===== config.mk =====
export PLATFORM = sky130hd
export DESIGN_NAME = uart_cmd_decoder
export DESIGN_NICKNAME = d
export VERILOG_FILES = /design/src/rtl/uart_cmd_decoder.sv
export SDC_FILE = /design/constraint.sdc
export NUM_CORES = 1
export LEC_CHECK = 0
export CAP_MARGIN = 20
export CORE_MARGIN = 2
export CORE_UTILIZATION = 51
export DETAILED_ROUTE_END_ITERATION = 10
export GPL_TIMING_DRIVEN = 0
export PLACE_DENSITY = 0.79
export SLEW_MARGIN = 15
export SYNTH_ARGS = -nofsm -noshare
export SYNTH_HDL_FRONTEND = slang
export SYNTH_SLANG_ARGS = --single-unit

===== constraint.sdc =====
create_clock -name clk -period 2.4 [get_ports clk]
set_input_delay 0.72 -clock clk [delete_from_list [all_inputs] [get_ports clk]]
set_output_delay 0.72 -clock clk [all_outputs]
set_load 0.005 [all_outputs]

===== src/rtl/uart_cmd_decoder.sv =====
// uart_cmd_decoder: assembles 5-byte UART command frames, updates PWM duty/enable and queues responses
module uart_cmd_decoder #(
    parameter logic [7:0]  HEADER         = 8'hA5,
    parameter logic [15:0] DUTY_MAX       = 16'd10000,
    parameter logic [15:0] DUTY_RESET     = 16'd5000,
    parameter int          TIMEOUT_CYCLES = 50000
) (
    input  logic        clk,
    input  logic        rst_n,
    input  logic        rx_valid,
    input  logic [7:0]  rx_data,
    input  logic        rx_stop_ok,
    output logic [15:0] duty,
    output logic        duty_update,
    output logic        pwm_en,
    output logic        tx_valid,
    output logic [7:0]  tx_data,
    input  logic        tx_ready,
    output logic [7:0]  err_cnt
);
    localparam int TW = $clog2(TIMEOUT_CYCLES + 1);
    localparam logic [7:0] ACK = 8'h06;
    localparam logic [7:0] NAK = 8'h15;

    typedef enum logic [2:0] {IDLE, CMD, DHI, DLO, CHK, EXEC, RESP} state_t;

    state_t state, nxt;
    logic [7:0] cmd_q, dhi_q, dlo_q, chk_q;
    logic [TW-1:0] timer;
    logic [15:0] rd_buf;
    logic [1:0] rem;
    logic in_frame, byte_ok, frame_err, timeout, exec_ack, err_inc;

    // Frame decode, error detection and next-state selection
    always_comb begin
        in_frame  = state inside {CMD, DHI, DLO, CHK};
        frame_err = in_frame && rx_valid && !rx_stop_ok;
        byte_ok   = in_frame && rx_valid && rx_stop_ok;
        timeout   = in_frame && !rx_valid && timer == TW'(TIMEOUT_CYCLES);
        exec_ack  = chk_q == (cmd_q ^ dhi_q ^ dlo_q) &&
                    (cmd_q == 8'h01 ? {dhi_q, dlo_q} <= DUTY_MAX : cmd_q == 8'h02 || cmd_q == 8'h03);
        err_inc   = frame_err || timeout || (state == EXEC && !exec_ack);
        nxt       = state;
        case (state)
            IDLE:    nxt = rx_valid && rx_stop_ok && rx_data == HEADER ? CMD : IDLE;
            EXEC:    nxt = RESP;
            RESP:    nxt = tx_ready && rem == 2'd0 ? IDLE : RESP;
            default: nxt = frame_err || timeout ? IDLE :
                           !byte_ok ? state :
                           state == CMD ? DHI :
                           state == DHI ? DLO :
                           state == DLO ? CHK : EXEC;
        endcase
    end

    // State register
    always_ff @(posedge clk) begin
        state <= !rst_n ? IDLE : nxt;
    end

    // Inter-byte timer: restarts on every received byte and only runs mid-frame
    always_ff @(posedge clk) begin
        timer <= (!rst_n || !in_frame || rx_valid) ? '0 : timer + TW'(1);
    end

    // Byte capture, command execution, response sequencing and error counting
    always_ff @(posedge clk) begin
        if (!rst_n) begin
            duty        <= DUTY_RESET;
            duty_update <= 1'b0;
            pwm_en      <= 1'b0;
            tx_valid    <= 1'b0;
            tx_data     <= 8'h00;
            err_cnt     <= 8'h00;
            cmd_q       <= 8'h00;
            dhi_q       <= 8'h00;
            dlo_q       <= 8'h00;
            chk_q       <= 8'h00;
            rd_buf      <= 16'h0000;
            rem         <= 2'd0;
        end else begin
            duty_update <= 1'b0;
            if (err_inc && err_cnt != 8'hFF)
                err_cnt <= err_cnt + 8'd1;
            if (byte_ok) begin
                if (state == CMD) cmd_q <= rx_data;
                if (state == DHI) dhi_q <= rx_data;
                if (state == DLO) dlo_q <= rx_data;
                if (state == CHK) chk_q <= rx_data;
            end
            if (state == EXEC) begin
                tx_valid <= 1'b1;
                tx_data  <= exec_ack ? ACK : NAK;
                rem      <= exec_ack && cmd_q == 8'h03 ? 2'd2 : 2'd0;
                rd_buf   <= duty;
                if (exec_ack && cmd_q == 8'h01) begin
                    duty        <= {dhi_q, dlo_q};
                    duty_update <= 1'b1;
                end
                if (exec_ack && cmd_q == 8'h02)
                    pwm_en <= dlo_q[0];
            end
            if (state == RESP && tx_ready) begin
                if (rem == 2'd0) begin
                    tx_valid <= 1'b0;
                end else begin
                    tx_data <= rd_buf[15:8];
                    rd_buf  <= {rd_buf[7:0], 8'h00};
                    rem     <= rem - 2'd1;
                end
            end
        end
    end
endmodule


==> results of run 1 <==
[how the worst min path moves through the flow]
stage                                from                     to  slack [ns]  depth (start not counted)
floorplan             timer[0]$_SDFF_PP0_    timer[0]$_SDFF_PP0_        0.43                          1
global placement    rd_buf[11]$_SDFF_PN0_  tx_data[3]$_SDFF_PN0_        0.44                          2
detailed placement  rd_buf[11]$_SDFF_PN0_  tx_data[3]$_SDFF_PN0_        0.45                          2
CTS                 rd_buf[11]$_SDFF_PN0_  tx_data[3]$_SDFF_PN0_        0.46                          2
global route          timer[0]$_SDFF_PP0_    timer[0]$_SDFF_PP0_        0.46                          1
finish                timer[0]$_SDFF_PP0_    timer[0]$_SDFF_PP0_        0.43                          1
[worst max-delay path: stages, from the launching register on]
cell     delay, ns
dfxtp_1       0.36
or4b_1        0.58
nor4_4        0.29
o21a_2        0.17
and2_4        0.15
a21oi_2       0.05
or4_4         0.52
a21oi_2       0.14
[cell type report]
class,instances,area share [%]
buffer,21,1.651
clock buffer,10,2.339
clock inverter,6,1.215
inverter,9,0.6191
multi-input combinational,372,44.32
sequential,104,38.25
tap,108,2.477
timing repair buffer,51,9.126
[sequential cells by signal, summed over array words and instances (netlist names), 2 cells and up]
register / cells
state: 3
tx_data: 8
cmd_q: 8
dlo_q: 8
rd_buf: 16
dhi_q: 8
chk_q: 8
timer: 16
duty: 16
rem: 2
err_cnt: 8
[where the power goes]
part / leakage [uW] / switching (uW) / internal (uW)
logic: 0.000939 / 109 / 69.4
clock network: 0.000101 / 605 / 491
registers: 0.000840 / 8.58 / 1730
[metrics by stage]
| stage | cells | instance area (um^2) | worst slack, ns | TNS [ns] |
|---|---|---|---|---|
| floorplan | 506 | 4558 | 0.1428 | 0 |
| global placement | 660 | 5154 | -0.1950 | -4.898 |
| detailed placement | 660 | 5154 | -0.2501 | -7.255 |
| CTS | 678 | 5374 | 0.006159 | 0 |
| global route | 681 | 5456 | -0.02205 | -0.02832 |
| finish | 681 | 5456 | 0.08029 | 0 |
[cell usage in the layout, fill, tap and decap left out, types with 2 or more instances in the layout]
master / n
dfxtp_1: 100
nor2_1: 81
nand2_1: 64
mux2i_1: 51
clkdlybuf4s50_1: 46
xnor2_1: 22
a21oi_1: 19
clkbuf_1: 18
nand3_1: 16
xor2_1: 13
clkbuf_8: 9
inv_1: 8
o21ai_0: 8
a311oi_1: 8
nor3_1: 6
and3_1: 6
buf_4: 6
nand4_1: 5
nand2b_1: 5
or3_1: 4
dfxtp_2: 4
nor2b_1: 3
nor4b_1: 3
nand4b_1: 3
o31ai_1: 3
nor3_2: 3
ha_1: 3
inv_6: 3
nor4_2: 2
or4_1: 2
nor4_1: 2
and2_1: 2
buf_1: 2
nand3b_1: 2
a21oi_2: 2
o21a_1: 2
o311a_1: 2
nor3b_1: 2
clkinv_2: 2
[cell families (layout without fill, tap and decap cells)]
kind of cell	after synthesis	count (layout)
compound gates	58	58
flops	104	104
xor+xnor	36	36
simple gates	223	223
mux	52	52
fa+ha+maj	3	3
buf+inv	30	97
[routing by layer]
metal	up-vias	GRT usage, %	part of all wire (%)
met4	0	7.692	1.5
met3	14	4.681	5.8
met2	129	35.64	49
met1	1803	27.79	44
met5	-	0	0
li1	1876	-	-
[repair_timing]
item,CTS,global route
pin swaps,2,6
buffers inserted,2,3
hold buffers,0,0
endpoints found under the setup margin,16,8
endpoints found under the hold margin,0,0
resized for setup,2,16
==> results.md, run 1 <==
- R2R Setup Slk: 0.08 ns
- # rows: 34
- Leading post-synthesis cells by cell area: dfxtp_1 46%, mux2i_1 11%, nor2_1 6.8%
- Largest net degree at the start of global routing: 18
- Drt pass-1 iters: 6
- I/O Pins: 48
- Average cell area after synthesis: 9.008 um^2
- Placer Congestion: 0.8370
- Yosys warning count: 0
- Compound-gate portion of the synthesized area: 8.537%
- Post-synth top flop: dfxtp_1
- DRC: 0
- Mapped Area: 4558 um^2
- Fill cells: 765
- Crit path from: timer[10]$_SDFF_PP0_
- Largest family of logic cells by synthesized area: simple AND/OR/NAND/NOR gates
- Share of cells above drive strength 1: 8.726%
- Min Tclk post-route: 2.320 ns
- Final antenna-violating net count: 0
- Bufs on Longest Clock Path: 2
- Initial antenna violation count: 0
- Die span in x: 98.54 um
- Clock Skews: 0.01487 ns
- Period utilization: 96.65%
- Routed WL: 10.39 mm
- Post-synthesis adder-cell area fraction: 0.8235%
- Clock-pin slew on the worst setup and hold paths: 0.10 ns
- DRT iter0 DRCs: 199
- Multiplexer share of the synthesized area: 11.45%
- CTS sink cnt: 104
- Status: completed
- Post-Synth Simple-Gate Area: 23.63%
- Power per cell area: 552.6 nW/um^2
- Post-synth top cells: 104 x dfxtp_1, 82 x nor2_1, 64 x nand2_1, 51 x mux2i_1, 22 x xnor2_1
- CP Capture Point: err_cnt[7]$_SDFFE_PN0P_
- Reg2reg path depth: 7
- Vias in the first global route: 3581
- Area leader, netlist: dfxtp_1
- EDFF count, synth: 0
- Path type of the worst min-delay path: reg2reg
- MaxCap Viol Count: 0
- Die area: 9710 um^2
- Kind of critical path: reg2reg
- Final Hold Viols: 0
- Post-layout nets: 584
- Die height: 98.54 um
- Crit Reg-Reg Startpoint: timer[10]$_SDFF_PP0_
- Post-synthesis cell count: 506
- Area of the multi-input gates: 2419 um^2
- Core area: 8678 um^2
- I/O Buffers: 46
- Vias/cell: 5.612
- H-Tree Depth: 3
- Asr flop ratio synth: 0%
- Count leader, synth: dfxtp_1
- Post-Synth XOR/XNOR Area: 7.219%
- Overall Power: 3015 uW
- Worst EP arrival: 2.63 ns
- Clock Latency Late Sink: 0.37 ns
- Hpwl dp: 7.512 mm
- Grt ovf: 0
- VDD IR max: 296.8 uV
- Gr usage total: 21.50%
- Max-slew violation count: 0
- Worst-margin pin slew: 0.8899 ns
- Total CTS buffers: 9
- RSZ-0062 raised after global routing: yes
- Setup violations, final: 0
- Yosys top cell area share: 45.68%
- CTS tree: yes
- P&R area growth vs syn: 19.71%
- Fmax: 431.1 MHz
- CP max FO: 5
- Seq. cell area: 2087 um^2
- Crit path capture type: flip-flop
- Total leakage power: 0.001880 uW
- Syn Nets: 522
- Antenna Cells: 0
- Worst Path Required: 2.71 ns
- Vias: 3822
- FF-to-FF End: err_cnt[7]$_SDFFE_PN0P_
- Min Hold Slack: 0.4288 ns
- Initial core utilization: 52.52%
- Global-route wire length before repair: 16.97 mm
- Clock root cell: clkbuf_8
- Startpoint class of the critical path: flip-flop
- Synth unique cells: 56
- #FFs+latches synth: 104
- Post-synthesis sequential area ratio: 45.68%
- Util after Layout: 62.87%
- WL per Instance: 15.25 um
- Slew headroom: 40.35%
Power figures use the tool's default switching activity.
==> run 2, diff against run 1 <==
--- a/config.mk
+++ b/config.mk
@@ -6,10 +6,9 @@
 export NUM_CORES = 1
 export LEC_CHECK = 0
 export CAP_MARGIN = 20
-export CORE_MARGIN = 2
+export CORE_MARGIN = 8
 export CORE_UTILIZATION = 51
 export DETAILED_ROUTE_END_ITERATION = 10
-export GPL_TIMING_DRIVEN = 0
 export PLACE_DENSITY = 0.79
 export SLEW_MARGIN = 15
 export SYNTH_ARGS = -nofsm -noshare
==> results.md, run 2 (synthesis results as in run 1) <==
- Status: completed
- I/O Pins: 48
- Initial antenna violation count: 0
- Worst-margin pin slew: 0.4424 ns
- TNS Setup: 0 ns
- Share of cells above drive strength 1: 11.99%
- MaxCap Viol Count: 0
- Placer Congestion: 0.8402
- Crit Reg-Reg Startpoint: timer[1]$_SDFF_PP0_
- FF-to-FF End: err_cnt[7]$_SDFFE_PN0P_
- Routed WL: 10.59 mm
- Kind of critical path: reg2reg
- # rows: 34
- Hold_sp: rd_buf[7]$_SDFF_PN0_
- Core area: 8678 um^2
- CP max FO: 5
- Total CTS buffers: 9
- Drt pass-1 iters: 5
- Initial core utilization: 52.52%
- Hold depth: 2
- Post-layout nets: 595
- Min Tclk post-route: 2.304 ns
- Most common cell after layout, fill and taps aside: dfxtp_1
- Fill cells: 711
- Vias/cell: 5.536
- Power per cell area: 551.6 nW/um^2
- Total leakage power: 0.002010 uW
- Slew headroom: 70.09%
- Clock Skews: 0.01297 ns
- Antenna Cells: 0
- Period utilization: 96.02%
- Global-route wire length before repair: 18.02 mm
- Endpoint, Worst Hold: rd_buf[7]$_SDFF_PN0_
- Hpwl dp: 7.591 mm
- RSZ-0062 raised after global routing: yes
- VDD IR max: 266.4 uV
- Final antenna-violating net count: 0
- Clock Latency Late Sink: 0.38 ns
- Leading registers by flop count: duty (16), rd_buf (16), timer (16)
- Most frequent cells in the layout: 103 x dfxtp_1, 82 x nor2_1, 64 x nand2_1, 51 x mux2i_1, 47 x clkdlybuf4s50_1
- Bufs on Longest Clock Path: 2
- Overall Power: 3095 uW
- Path type of the worst min-delay path: reg2reg
- Max-slew violation count: 0
- Grt ovf: 0
- P&R area growth vs syn: 23.11%
- Worst Path Required: 2.71 ns
- Die height: 110.5 um
- Largest net degree at the start of global routing: 44
- CTS tree: yes
- R2R Setup Slk: 0.1 ns
- Die span in x: 110.5 um
- DRT iter0 DRCs: 206
- H-Tree Depth: 3
- WL per Instance: 15.31 um
- CTS sink cnt: 104
- Vias: 3831
- Die area: 12220 um^2
- Setup violations, final: 0
- Final Hold Viols: 0
- DRC: 0
- Reg2reg path depth: 9
- Fmax: 433.9 MHz
- I/O Buffers: 47
- Clock root cell: clkbuf_8
- Crit path capture type: flip-flop
- Gr usage total: 17.17%
- Clock-pin slew on the worst setup and hold paths: 0.10 ns
- Min Hold Slack: 0.4629 ns
- Worst EP arrival: 2.61 ns
- Vias in the first global route: 3767
- Startpoint class of the critical path: flip-flop
==> run 2: changes by cell type in the layout (fill, tap and decap cells not counted), moves of 2 or more <==
cell,previous run,this run
buf_1,2,0
buf_12,0,2
buf_4,6,33
clkbuf_1,18,0
dfxtp_1,100,103
dfxtp_2,4,1
==> run 2: worst max-delay path, cell delays in order (launching register included) <==
cell	delay [ns]
dfxtp_2	0.34
inv_1	0.07
ha_1	0.13
or4b_1	0.44
nor4_2	0.22
o21a_2	0.18
and2_4	0.18
a21oi_4	0.05
or4_4	0.53
a21oi_2	0.12
==> run 2: worst max path at each step <==
stage	from	end	depth (start not counted)
after detailed placement	rx_data[1]	state[0]$_SDFFE_PN0P_	7
after floorplan	timer[0]$_SDFF_PP0_	err_cnt[7]$_SDFFE_PN0P_	9
after CTS	timer[1]$_SDFF_PP0_	err_cnt[7]$_SDFFE_PN0P_	9
after global placement	rx_valid	err_cnt[7]$_SDFFE_PN0P_	6
final	timer[1]$_SDFF_PP0_	err_cnt[7]$_SDFFE_PN0P_	9
after global routing	timer[1]$_SDFF_PP0_	err_cnt[5]$_SDFFE_PN0P_	9
==> run 2: area by class of cell <==
class	instances	area [um^2]	area share, %
Multi-Input combinational cell	373	2391	42.61
Sequential cell	104	2083	37.12
Timing Repair Buffer	82	758.2	13.51
Tap cell	108	135.1	2.408
Clock buffer	9	123.9	2.207
Clock inverter	7	86.33	1.538
Inverter	9	33.78	0.6020
==> run 2: where the power goes <==
| group | switching (uW) | internal, uW |
|---|---|---|
| clock | 654 | 505 |
| combinational | 102 | 88.5 |
| sequential | 12.5 | 1730 |
| total | 769 | 2330 |
==> run 2: metal layers <==
metal	share of wire, %	track usage, %	vias to the layer above
met2	48	27.90	96
met5	0	0	-
li1	-	-	1900
met4	0.97	4.955	0
met3	4.6	4.654	9
met1	46	21.66	1826
==> run 2: per-stage QoR <==
| step | setup WS [ns] | area (um^2) | std cells | util, % |
|---|---|---|---|---|
| 3_5_place_dp | 0.03188 | 5356 | 674 | 61.72 |
| 4_1_cts | 0.01502 | 5567 | 690 | 64.14 |
| 5_1_grt | -0.01184 | 5612 | 692 | 64.66 |
| 3_3_place_gp | 0.07237 | 5356 | 674 | 61.72 |
| 6_report | 0.09556 | 5612 | 692 | 64.66 |
| 2_1_floorplan | 0.1428 | 4558 | 506 | - |
==> run 2: what timing repair did <==
item,CTS,global route
endpoints found under the setup margin,0,7
setup buffers,0,1
resized for setup,0,6
hold buffers,0,0
==> run 3, diff against run 2 <==
--- a/config.mk
+++ b/config.mk
@@ -10,6 +10,7 @@
 export CORE_UTILIZATION = 51
 export DETAILED_ROUTE_END_ITERATION = 10
 export PLACE_DENSITY = 0.79
+export RECOVER_POWER = 25
 export SLEW_MARGIN = 15
 export SYNTH_ARGS = -nofsm -noshare
 export SYNTH_HDL_FRONTEND = slang
==> results.md, run 3 (synthesis results as in run 1) <==
- Max-slew violation count: 0
- Endpoint, Worst Hold: tx_data[5]$_SDFF_PN0_
- RSZ-0062 raised after global routing: yes
- P&R area growth vs syn: 22.62%
- Clock Latency Late Sink: 0.37 ns
- Worst Path Required: 2.71 ns
- Min Hold Slack: 0.4621 ns
- Reg2reg path depth: 9
- Slew headroom: 52.31%
- Max incr delay on CP: 0.53 ns
- Startpoint class of the critical path: flip-flop
- Vias in the first global route: 3767
- Initial core utilization: 52.52%
- Final Hold Viols: 0
- Final antenna-violating net count: 0
- Bufs on Longest Clock Path: 2
- Initial antenna violation count: 0
- I/O Buffers: 47
- Crit path capture type: flip-flop
- Total CTS buffers: 9
- WL per Instance: 15.24 um
- Gr usage total: 17.17%
- CTS sink cnt: 104
- Util after Layout: 64.40%
- Hold depth: 2
- Placer Congestion: 0.8402
- Drt pass-1 iters: 4
- Most common cell after layout, fill and taps aside: dfxtp_1
- Vias/cell: 5.549
- Fill cells: 723
- Path type of the worst min-delay path: reg2reg
- Total leakage power: 0.001990 uW
- Share of cells above drive strength 1: 10.96%
- Crit Reg-Reg Startpoint: timer[1]$_SDFF_PP0_
- DRC: 0
- Setup violations, final: 0
- Min Tclk post-route: 2.313 ns
- Power per cell area: 553.3 nW/um^2
- Post-layout nets: 595
- Status: completed
- Routed WL: 10.55 mm
- Worst EP arrival: 2.62 ns
- Die span in x: 110.5 um
- Most frequent cells in the layout: 103 x dfxtp_1, 82 x nor2_1, 64 x nand2_1, 51 x mux2i_1, 44 x clkdlybuf4s50_1
- Hold_sp: rd_buf[13]$_SDFF_PN0_
- Fin area: 5589 um^2
- Antenna Cells: 0
- Leading registers by flop count: duty (16), rd_buf (16), timer (16)
- CTS tree: yes
- MaxCap Viol Count: 0
- CP cell instances: inv_1 -> ha_1 -> or4b_1 -> nor4_2 -> o21a_2 -> and2_4 -> a21oi_4 -> or4_4 -> a21oi_2
- Vias: 3840
- Kind of critical path: reg2reg
- Final worst slack: 0.08667 ns
- Crit-path slowest cell: or4_4
- DRT iter0 DRCs: 202
- Fin cells: 692
- CP max FO: 5
- Period utilization: 96.39%
- Clock Skews: 0.01496 ns
- Global-route wire length before repair: 18.02 mm
- Die height: 110.5 um
- Clock-pin slew on the worst setup and hold paths: 0.11 ns
- VDD IR max: 270.5 uV
- Area after DPL: 5356 um^2
- Dpl ws: 0.03188 ns
- FF-to-FF End: err_cnt[7]$_SDFFE_PN0P_
- Worst-margin pin slew: 0.7154 ns
- Placed cells: 674
- H-Tree Depth: 3
- Clock root cell: clkbuf_8
- # rows: 34
- Cts hold-fix bufs: 0
- Core area: 8678 um^2
- Grt ovf: 0
- R2R Setup Slk: 0.09 ns
- I/O Pins: 48
- Hpwl dp: 7.591 mm
- Die area: 12220 um^2
- Fmax: 432.3 MHz
- Largest net degree at the start of global routing: 44
## run 3: cell count changes in the layout (fill, tap and decap cells not counted), sizes merged
cell           before  now
dlygate4sd3         0    3
buf                35   29
clkdlybuf4s50      47   44
clkbuf              9   15
## run 3: worst max path at each step
stage,cells after the start,from,end,slack [ns]
global route,9,timer[1]$_SDFF_PP0_,err_cnt[5]$_SDFFE_PN0P_,-0.01
CTS,9,timer[1]$_SDFF_PP0_,err_cnt[7]$_SDFFE_PN0P_,0.02
global placement,6,rx_valid,err_cnt[7]$_SDFFE_PN0P_,0.07
detailed placement,7,rx_data[1],state[0]$_SDFFE_PN0P_,0.03
floorplan,9,timer[0]$_SDFF_PP0_,err_cnt[7]$_SDFFE_PN0P_,0.14
finish,9,timer[1]$_SDFF_PP0_,err_cnt[7]$_SDFFE_PN0P_,0.09
## run 3: layout make-up
| cell class | instances | area, um^2 | share of cell area (%) |
|---|---|---|---|
| Clock buffer | 9 | 123.9 | 2.216 |
| Clock inverter | 7 | 86.33 | 1.545 |
| Inverter | 9 | 33.78 | 0.6044 |
| Multi-Input combinational cell | 373 | 2391 | 42.78 |
| Sequential cell | 104 | 2083 | 37.27 |
| Tap cell | 108 | 135.1 | 2.418 |
| Timing Repair Buffer | 82 | 735.7 | 13.16 |
## run 3: worst max-delay path: cells and delay by family (launching register included)
family	cells	cell delay, ns
simple gates	4	1.37
flops	1	0.35
compound gates	3	0.35
fa+ha+maj	1	0.13
buf+inv	1	0.07
## run 3: what timing repair did
action	CTS	global route
resized for setup	0	6
endpoints found under the setup margin	0	7
setup buffers	0	1
## run 3: where the power goes
part           leakage, uW  internal, uW  total [uW]  switching [uW]
clock             0.000108           505        1160             654
combinational      0.00104          85.7         187             101
sequential        0.000838          1730        1750            12.6
## run 3: stage by stage
stage / setup TNS [ns] / power, uW
after CTS: 0 / 3106
after global routing: -0.02112 / 3207
after global placement: 0 / 1962
after floorplan: 0 / 1880
final: 0 / 3092
after detailed placement: 0 / 1968
## run 3: routing by layer
metal | routed length [um] | part of all wire [%] | track usage (%) | up-vias
li1 | - | - | - | 1902
met4 | 113 | 1.1 | 4.955 | 0
met5 | 0 | 0 | 0 | -
met3 | 627 | 5.9 | 4.654 | 11
met2 | 5036 | 48 | 27.90 | 100
met1 | 4767 | 45 | 21.66 | 1827
